--- config.mk ---
export PLATFORM = sky130hd
export DESIGN_NAME = sync_reg_pipe
export DESIGN_NICKNAME = d
export VERILOG_FILES = /design/src/rtl/sync_reg_pipe.sv
export SDC_FILE = /design/constraint.sdc
export NUM_CORES = 1
export LEC_CHECK = 0
export CAP_MARGIN = 30
export CORE_ASPECT_RATIO = 0.9
export CORE_UTILIZATION = 28
export DETAILED_ROUTE_END_ITERATION = 8
export PLACE_DENSITY = 0.47
export SYNTH_ARGS = -nofsm -noshare
export SYNTH_HDL_FRONTEND = slang
export SYNTH_SLANG_ARGS = --single-unit
export TNS_END_PERCENT = 1
--- constraint.sdc ---
create_clock -name clk -period 2.19 [get_ports clk]
set_clock_uncertainty 0.15 [all_clocks]
set_input_delay 0.219 -clock clk [delete_from_list [all_inputs] [get_ports clk]]
set_output_delay 0.219 -clock clk [all_outputs]
set_load 0.005 [all_outputs]
--- src/rtl/sync_reg_pipe.sv ---
// sync_reg_pipe: DEPTH-stage, WIDTH-bit register pipeline with per-stage
// valid bits, valid/ready backpressure, bubble collapse, synchronous flush
// and a registered occupancy count.
// Build macro RESET_DATA_EN: when defined, rst and flush also load RST_VAL
// into every data register; otherwise only valid bits and count are reset.
module sync_reg_pipe #(
   parameter int unsigned      WIDTH   = 4,
   parameter int unsigned      DEPTH   = 3,
   parameter logic [WIDTH-1:0] RST_VAL = '0
) (
   input  logic                       clk,
   input  logic                       rst,
   input  logic                       flush,
   input  logic                       in_valid,
   output logic                       in_ready,
   input  logic [WIDTH-1:0]           in_data,
   output logic                       out_valid,
   input  logic                       out_ready,
   output logic [WIDTH-1:0]           out_data,
   output logic [$clog2(DEPTH+1)-1:0] count
);

   localparam int unsigned CW = $clog2(DEPTH + 1);

   logic [DEPTH-1:0] v;
   logic [DEPTH-1:0] r;
   logic [DEPTH-1:0] v_up;
   logic [WIDTH-1:0] d    [DEPTH];
   logic [WIDTH-1:0] d_up [DEPTH];
   logic             accept;
   logic             deliver;
   logic             run;

   // Ready chain from the output stage back to the input; a scalar carries
   // the running term so the vector never reads itself.
   always_comb begin
      r   = '0;
      run = ~v[DEPTH-1] | out_ready;
      r[DEPTH-1] = run;
      for (int unsigned k = 1; k < DEPTH; k++) begin
         run = ~v[DEPTH-1-k] | run;
         r[DEPTH-1-k] = run;
      end
   end

   // Upstream source of each stage: producer for stage 0, previous stage otherwise.
   always_comb begin
      v_up    = '0;
      v_up[0] = in_valid;
      d_up[0] = in_data;
      for (int unsigned k = 1; k < DEPTH; k++) begin
         v_up[k] = v[k-1];
         d_up[k] = d[k-1];
      end
   end

   assign in_ready  = r[0] & ~flush;
   assign out_valid = v[DEPTH-1] & ~flush;
   assign out_data  = d[DEPTH-1];
   assign accept    = in_valid & in_ready;
   assign deliver   = out_valid & out_ready;

   // Valid bits: cleared by rst/flush, otherwise each ready stage takes its upstream valid.
   always_ff @(posedge clk) begin
      if (rst || flush) begin
         v <= '0;
      end else begin
         for (int unsigned i = 0; i < DEPTH; i++) begin
            if (r[i]) v[i] <= v_up[i];
         end
      end
   end

   // Data registers move alongside the valid bits; reset only in the RESET_DATA_EN build.
   always_ff @(posedge clk) begin
`ifdef RESET_DATA_EN
      if (rst || flush) begin
         for (int unsigned i = 0; i < DEPTH; i++) d[i] <= RST_VAL;
      end else begin
         for (int unsigned i = 0; i < DEPTH; i++) begin
            if (r[i]) d[i] <= d_up[i];
         end
      end
`else
      for (int unsigned i = 0; i < DEPTH; i++) begin
         if (r[i]) d[i] <= d_up[i];
      end
`endif
   end

`ifndef RESET_DATA_EN
   // RST_VAL only drives hardware when data reset is enabled.
   logic [WIDTH-1:0] unused_rst_val;
   assign unused_rst_val = RST_VAL;
`endif

   // Occupancy: +1 on accept, -1 on deliver, cleared by rst/flush.
   always_ff @(posedge clk) begin
      if (rst || flush) begin
         count <= '0;
      end else if (accept && !deliver) begin
         count <= count + CW'(1);
      end else if (deliver && !accept) begin
         count <= count - CW'(1);
      end
   end

endmodule

==> Yosys cells after proc, flatten, opt, wreduce, memory -nomap -nowiden <==
Memory sizes are Yosys's and may differ from the RTL's.
Cells that the tools add are included.
{ "classes": {"add_sub_neg": 2, "multipliers": 0, "div": 0, "magnitude_cmp": 0, "eq_ne": 0, "n_shift": 0, "muxes": 8, "bitwise_logic": 11, "n_reduce_logical": 6} }
{ "op_table": {"columns": ["operator", "n"], "rows": [
  ["1-bit 2-to-1 mux", 6],
  ["1-bit bitwise AND", 4],
  ["2-bit 2-to-1 mux", 2],
  ["1-bit NOT", 4],
  ["1-bit bitwise OR", 3],
  ["2-bit by 1-bit adder with 2-bit output (second input constant)", 1],
  ["1-bit logical AND", 2],
  ["1-bit logical NOT", 2],
  ["2-bit nonzero test", 1],
  ["2-bit by 1-bit subtractor with 2-bit output (second input constant)", 1],
  ["1-bit logical OR", 1]
]} }
{ "totals": {"reg_bits": 5, "latchBits": 0, "ram_bits": 12, "romBits": 0, "input_bits": 9, "output_inout_bits": 8, "wordCells": 32, "n_memories": 1} }
{ "mem_list": {"columns": ["memory", "words", "width", "read_ports", "rd_ports_with_merged_regs", "write_ports", "line_no", "source"], "rows": [
  ["d", 3, 4, 3, 0, 3, "28", "logic [WIDTH-1:0] d [DEPTH];"]
]} }

==> Longest topological paths before layout <==
{ "depth": {"ltp_word": 10, "ltp_mapped": 7, "ltp_nobuf": 7} }

==> Least setup slack after synthesis <==
OpenSTA, ideal clock, no wires.
{ "synth_timing": {"kind": "register to register", "start": "register v[2]", "end": "register count[1]", "setup_time_ns": 0.070, "arrival_ns": 1.600, "required_ns": 1.970, "slack_ns": 0.370, "stages_incl_launch_ff": 7, "path_buffers": 0, "period_less_slack_ns": 1.820, "path_cell_list": "dfxtp_1 > nor2b_2 > a31oi_1 > and2_1 > ha_1 > or3_1 > a21boi_1"} }
{ "synth_between": {"elab_chain_len": 9, "word_cells_on_any_way": 14, "classes_between": "mux (1); bitwise (8); reduce/logical (5)"} }
{ "synth_rtl": {"columns": ["item", "line_no", "source"], "rows": [
  ["start, declared", "25", "logic [DEPTH-1:0] v;"],
  ["start signal, assigned by index", "69", "if (r[i]) v[i] <= v_up[i];"],
  ["1-bit NOT *", "38", "run = ~v[DEPTH-1] | out_ready;"],
  ["1-bit bitwise OR *", "38", null],
  ["1-bit bitwise OR * (2 in series)", "41", "run = ~v[DEPTH-1-k] | run;"],
  ["1-bit bitwise AND *", "57", "assign in_ready = r[0] & ~flush;"],
  ["net in_ready", "15", "output logic in_ready,"],
  ["1-bit bitwise AND *", "60", "assign accept = in_valid & in_ready;"],
  ["1-bit logical NOT", "103", "end else if (deliver && !accept) begin"],
  ["1-bit logical AND", "103", null],
  ["2-bit nonzero test (no line)", null, null],
  ["end signal, assigned", "102", "count <= count + CW'(1);"],
  ["end signal, assigned", "104", "count <= count - CW'(1);"],
  ["end, declared", "20", "output logic [$clog2(DEPTH+1)-1:0] count"]
]} }
Mark *: on every way through the listed nets, which the timed path passes. The rest lies on a longest branch.
A chain may end at the register's enable or synchronous reset.

==> Worst setup path in the final report <==
{ "layout_timing": {"start": "input port out_ready", "end": "output port in_ready"} }
{ "layout_between": {"elab_chain_len": 4} }
{ "layout_rtl": {"columns": ["item", "line_no", "source"], "rows": [
  ["start, declared", "18", "input logic out_ready,"],
  ["1-bit bitwise OR", "38", null],
  ["1-bit bitwise OR (2 in series)", "41", null],
  ["1-bit bitwise AND", "57", null],
  ["end, declared", "15", null]
]} }
No other way between the ends.

==> results.rst <==
.. list-table::
   :header-rows: 1

   * - Metric
     - Value
   * - Endpoint type of the worst setup path
     - output port
   * - Gate power share
     - approximately 7.5%
   * - CP Launch Type
     - primary input
   * - Number of placed cells counting well taps
     - approximately 80
   * - Layout Cells excl Fill
     - 85
   * - Layout net count
     - 71
   * - GRT busiest layer
     - met1
   * - Worst Max-Slew Pin Slew
     - 233.7 ps
   * - Number of antenna violations at the first check in global routing
     - 0
   * - Met2 layer usage reported by global route
     - a little over a tenth
   * - Parity-gate share of the synthesized area counting xor and xnor cells
     - between 2 and 3%
   * - Count of filler cells inserted in the layout
     - roughly 190
   * - Clock tree root buffer cell
     - sky130_fd_sc_hd__clkbuf_4
   * - Clk buf depth
     - 2
   * - Fraction of final layout cells with drive strength greater than 1
     - approximately an eighth
   * - Worst skew pair latency
     - 280 ps
   * - Die outline width
     - around 52 µm
   * - Core footprint
     - roughly 0.0020 mm²
   * - Hold_ws
     - around 280 ps
   * - Maximum number of pins on one net before global-route repair
     - 11
   * - Highest-count cells in the layout ignoring fill and taps
     - 16 x sky130_fd_sc_hd__clkdlybuf4s50_1, 12 x sky130_fd_sc_hd__edfxtp_1, 5 x sky130_fd_sc_hd__dfxtp_1
   * - Result of the run
     - finished clean
   * - Initial Util
     - a little under a third
   * - PD cells
     - slightly below 700 mW/mm²
   * - Boundary pin count
     - 17
   * - Final wirelength
     - ~860 µm
   * - Signal arrival time at the worst endpoint
     - between 1000 and 1500 ps
   * - Synthesized-area fraction occupied by and/or/nand/nor cells
     - just under 9%
   * - Antenna cells
     - 0
   * - Leading cell type in the layout, fill and taps excluded
     - sky130_fd_sc_hd__clkdlybuf4s50_1
   * - Met3 Use GR
     - under 10%
   * - Leakage power
     - approximately 0.30 nW
   * - Total of flip-flops plus latches after synthesis
     - 17
   * - Reported net switching power
     - 0.1062 mW
   * - Total GRT Usage
     - around 9.3%
   * - Data required time of the critical path
     - roughly 1800 ps
   * - Compound-gate portion of the synthesized area
     - under 10%
   * - Clock buffers created by TritonCTS
     - 3
   * - Peak Freq
     - around 540 MHz
   * - Final number of max-transition violations
     - 0
   * - Fraction of power spent switching nets
     - a little under a fifth
   * - Cell area after technology mapping
     - roughly 620 µm²
   * - DRC
     - 0
   * - Count of vias placed by the detailed router
     - 346
   * - Final Wtd Congestion
     - 0.6549
   * - Yosys cell types
     - 20
   * - Setup TNS
     - 0 ps
   * - Number of antenna-violating nets in the routed design
     - 0
   * - Clock power frac
     - between 20% and 30%
   * - Global Route met1 Usage
     - between 10% and 20%
   * - Clock-pin transition on the worst setup and hold timing paths
     - 90 ps
   * - Hold buffers post-CTS
     - 0
   * - GRT Residual Overflow
     - 0
   * - Setup repair after global routing missed its margin
     - false
   * - Most area-consuming cells after synthesis
     - sky130_fd_sc_hd__edfxtp_1 58%, sky130_fd_sc_hd__dfxtp_1 16%, sky130_fd_sc_hd__buf_4 4.8%
   * - Total non-filler cell area in the finished layout
     - 824.5 µm²
   * - Share of cell area taken by muxes after synthesis
     - 0%
   * - Share of power burned in registers
     - roughly 65%
   * - Synth top area share
     - roughly three fifths
   * - Syn Inst Count
     - 42
   * - Number of H-tree levels
     - 1
   * - Average cell area after synthesis
     - 14.78 µm²
   * - Wire length of the first global-routing pass
     - 1428 µm
   * - Shortest clock period the worst path allows after layout
     - approximately 1900 ps
   * - Number of violations reported at the end of detailed-routing iteration 0
     - 2
   * - Total of cells resized after clock tree synthesis
     - 0
   * - Crit Path Max Fanout
     - 2
   * - Classification of the worst setup path
     - in -> out
   * - Synth warnings
     - 0
   * - Dominant combinational cell family by area after synthesis
     - simple AND/OR/NAND/NOR gates
   * - Placement Cell Area
     - 797.0 µm²
   * - Register area share after synthesis
     - about 74%
   * - Floorplan die height
     - between 40 and 50 µm
   * - Floorplan row count
     - 15
   * - Total setup violations reported at the end of the flow
     - 0
   * - Endpoints failing hold
     - 0
   * - Vias in the first global route
     - around 310
   * - Max transition margin
     - between 80 and 90%
   * - Max-capacitance violation count
     - 0
   * - CTS Sinks
     - 17
   * - Max IR drop VDD
     - about 0.46 mV
   * - Internal power summed over all cells
     - between 0.4 and 0.5 mW
   * - Area Overhead vs Synth
     - 32.86%
   * - Adder and majority gate portion of the synthesized area
     - 2.016%
   * - Final cycle utilization of the critical path
     - 85.11%
   * - Post-CTS repair timing setup buffer count
     - 0
   * - Via density per instance
     - roughly 4.1
   * - Detailed-placement wirelength estimate
     - approximately 670 µm
   * - Kind of path behind the tightest hold check
     - reg -> reg
   * - TritonCTS clock tree
     - built
   * - # port buffers
     - 16
   * - Average routed wire per standard cell
     - between 10 and 15 µm
   * - Nets in the synthesized netlist
     - between 50 and 60
   * - First-pass detailed-route iteration total
     - 3
   * - Overall die area
     - roughly 0.0024 mm²
   * - Synth area leader
     - sky130_fd_sc_hd__edfxtp_1
-- path summary, 6_finish.rpt --
path / start / endpoint / slack, ps / depth (start not counted)
worst max-delay path: out_ready / in_ready / 330 / 4
worst min-delay path: d[0][1]$_DFFE_PN_ / d[0][5]$_DFFE_PP_ / 280 / 0
worst max register to register: v[2]$_SDFFE_PP0P_ / count[1]$_SDFFE_PP0P_ / 380 / 6
worst min register to register: d[0][1]$_DFFE_PN_ / d[0][5]$_DFFE_PP_ / 280 / 0
-- worst max-delay path: stages --
cell                              delay (ps)
sky130_fd_sc_hd__clkdlybuf4s50_1         490
sky130_fd_sc_hd__nor2b_2                  50
sky130_fd_sc_hd__a31oi_1                 190
sky130_fd_sc_hd__clkdlybuf4s50_1         540
-- power groups by stage --
stage | registers (mW) | logic (mW) | clock network (mW)
3_3_place_gp | 0.369 | 0.0416 | 0
3_5_place_dp | 0.370 | 0.0419 | 0
5_1_grt | 0.363 | 0.0460 | 0.188
4_1_cts | 0.362 | 0.0421 | 0.170
6_report | 0.362 | 0.0419 | 0.156
2_1_floorplan | 0.368 | 0.0154 | 0
-- final cells by class --
cell class                 count  area (µm²)  share of cell area, %
multi-input combinational     19       122.6                  14.87
sequential                    17       460.4                  55.84
clock buffer                   3       22.52                  2.731
inverter                       2       7.507                 0.9105
tap                           25       31.28                  3.794
timing repair buffer          18       175.2                  21.24
clock inverter                 1       5.005                 0.6070
-- cell usage after synthesis --
| cell type | n |
|---|---|
| sky130_fd_sc_hd__or3_1 | 1 |
| sky130_fd_sc_hd__nand2_1 | 2 |
| sky130_fd_sc_hd__nand3_1 | 1 |
| sky130_fd_sc_hd__a21boi_1 | 1 |
| sky130_fd_sc_hd__edfxtp_1 | 12 |
| sky130_fd_sc_hd__nor2b_1 | 1 |
| sky130_fd_sc_hd__ha_1 | 1 |
| sky130_fd_sc_hd__a21boi_0 | 1 |
| sky130_fd_sc_hd__nor2_1 | 1 |
| sky130_fd_sc_hd__inv_1 | 2 |
| sky130_fd_sc_hd__o21a_1 | 1 |
| sky130_fd_sc_hd__nor2b_2 | 1 |
| sky130_fd_sc_hd__a21oi_1 | 1 |
| sky130_fd_sc_hd__nor3_1 | 2 |
| sky130_fd_sc_hd__o21ai_0 | 1 |
| sky130_fd_sc_hd__a31oi_1 | 1 |
| sky130_fd_sc_hd__dfxtp_1 | 5 |
| sky130_fd_sc_hd__xor2_1 | 2 |
| sky130_fd_sc_hd__buf_4 | 4 |
| sky130_fd_sc_hd__and2_1 | 1 |
-- flip-flops by register name, summed over array words and instances (netlist names) --
register  count
v             3
d            12
count         2
-- layer usage --
layer / vias up / routed length [µm] / part of all wire (%)
met5: - / 0 / 0
met4: 0 / 13 / 1.5
met1: 154 / 457 / 53
met3: 2 / 45 / 5.2
met2: 9 / 346 / 40
li1: 181 / - / -
-- logic make-up (layout without fill, tap and decap cells) --
logic type,count (synthesis),count (layout)
xor+xnor,2,2
compound gates,6,6
buf+inv,6,24
simple gates,10,10
fa+ha+maj,1,1
flops,17,17
-- per-stage QoR --
stage	worst slack [ps]	util (%)	power [mW]
floorplan	369.9	-	0.3838
global placement	72.97	39.69	0.4108
CTS	326.2	41.06	0.5740
global route	213.7	41.06	0.5971
detailed placement	59.13	39.69	0.4115
finish	326.1	41.06	0.5602
Power figures use the tool's default switching activity.
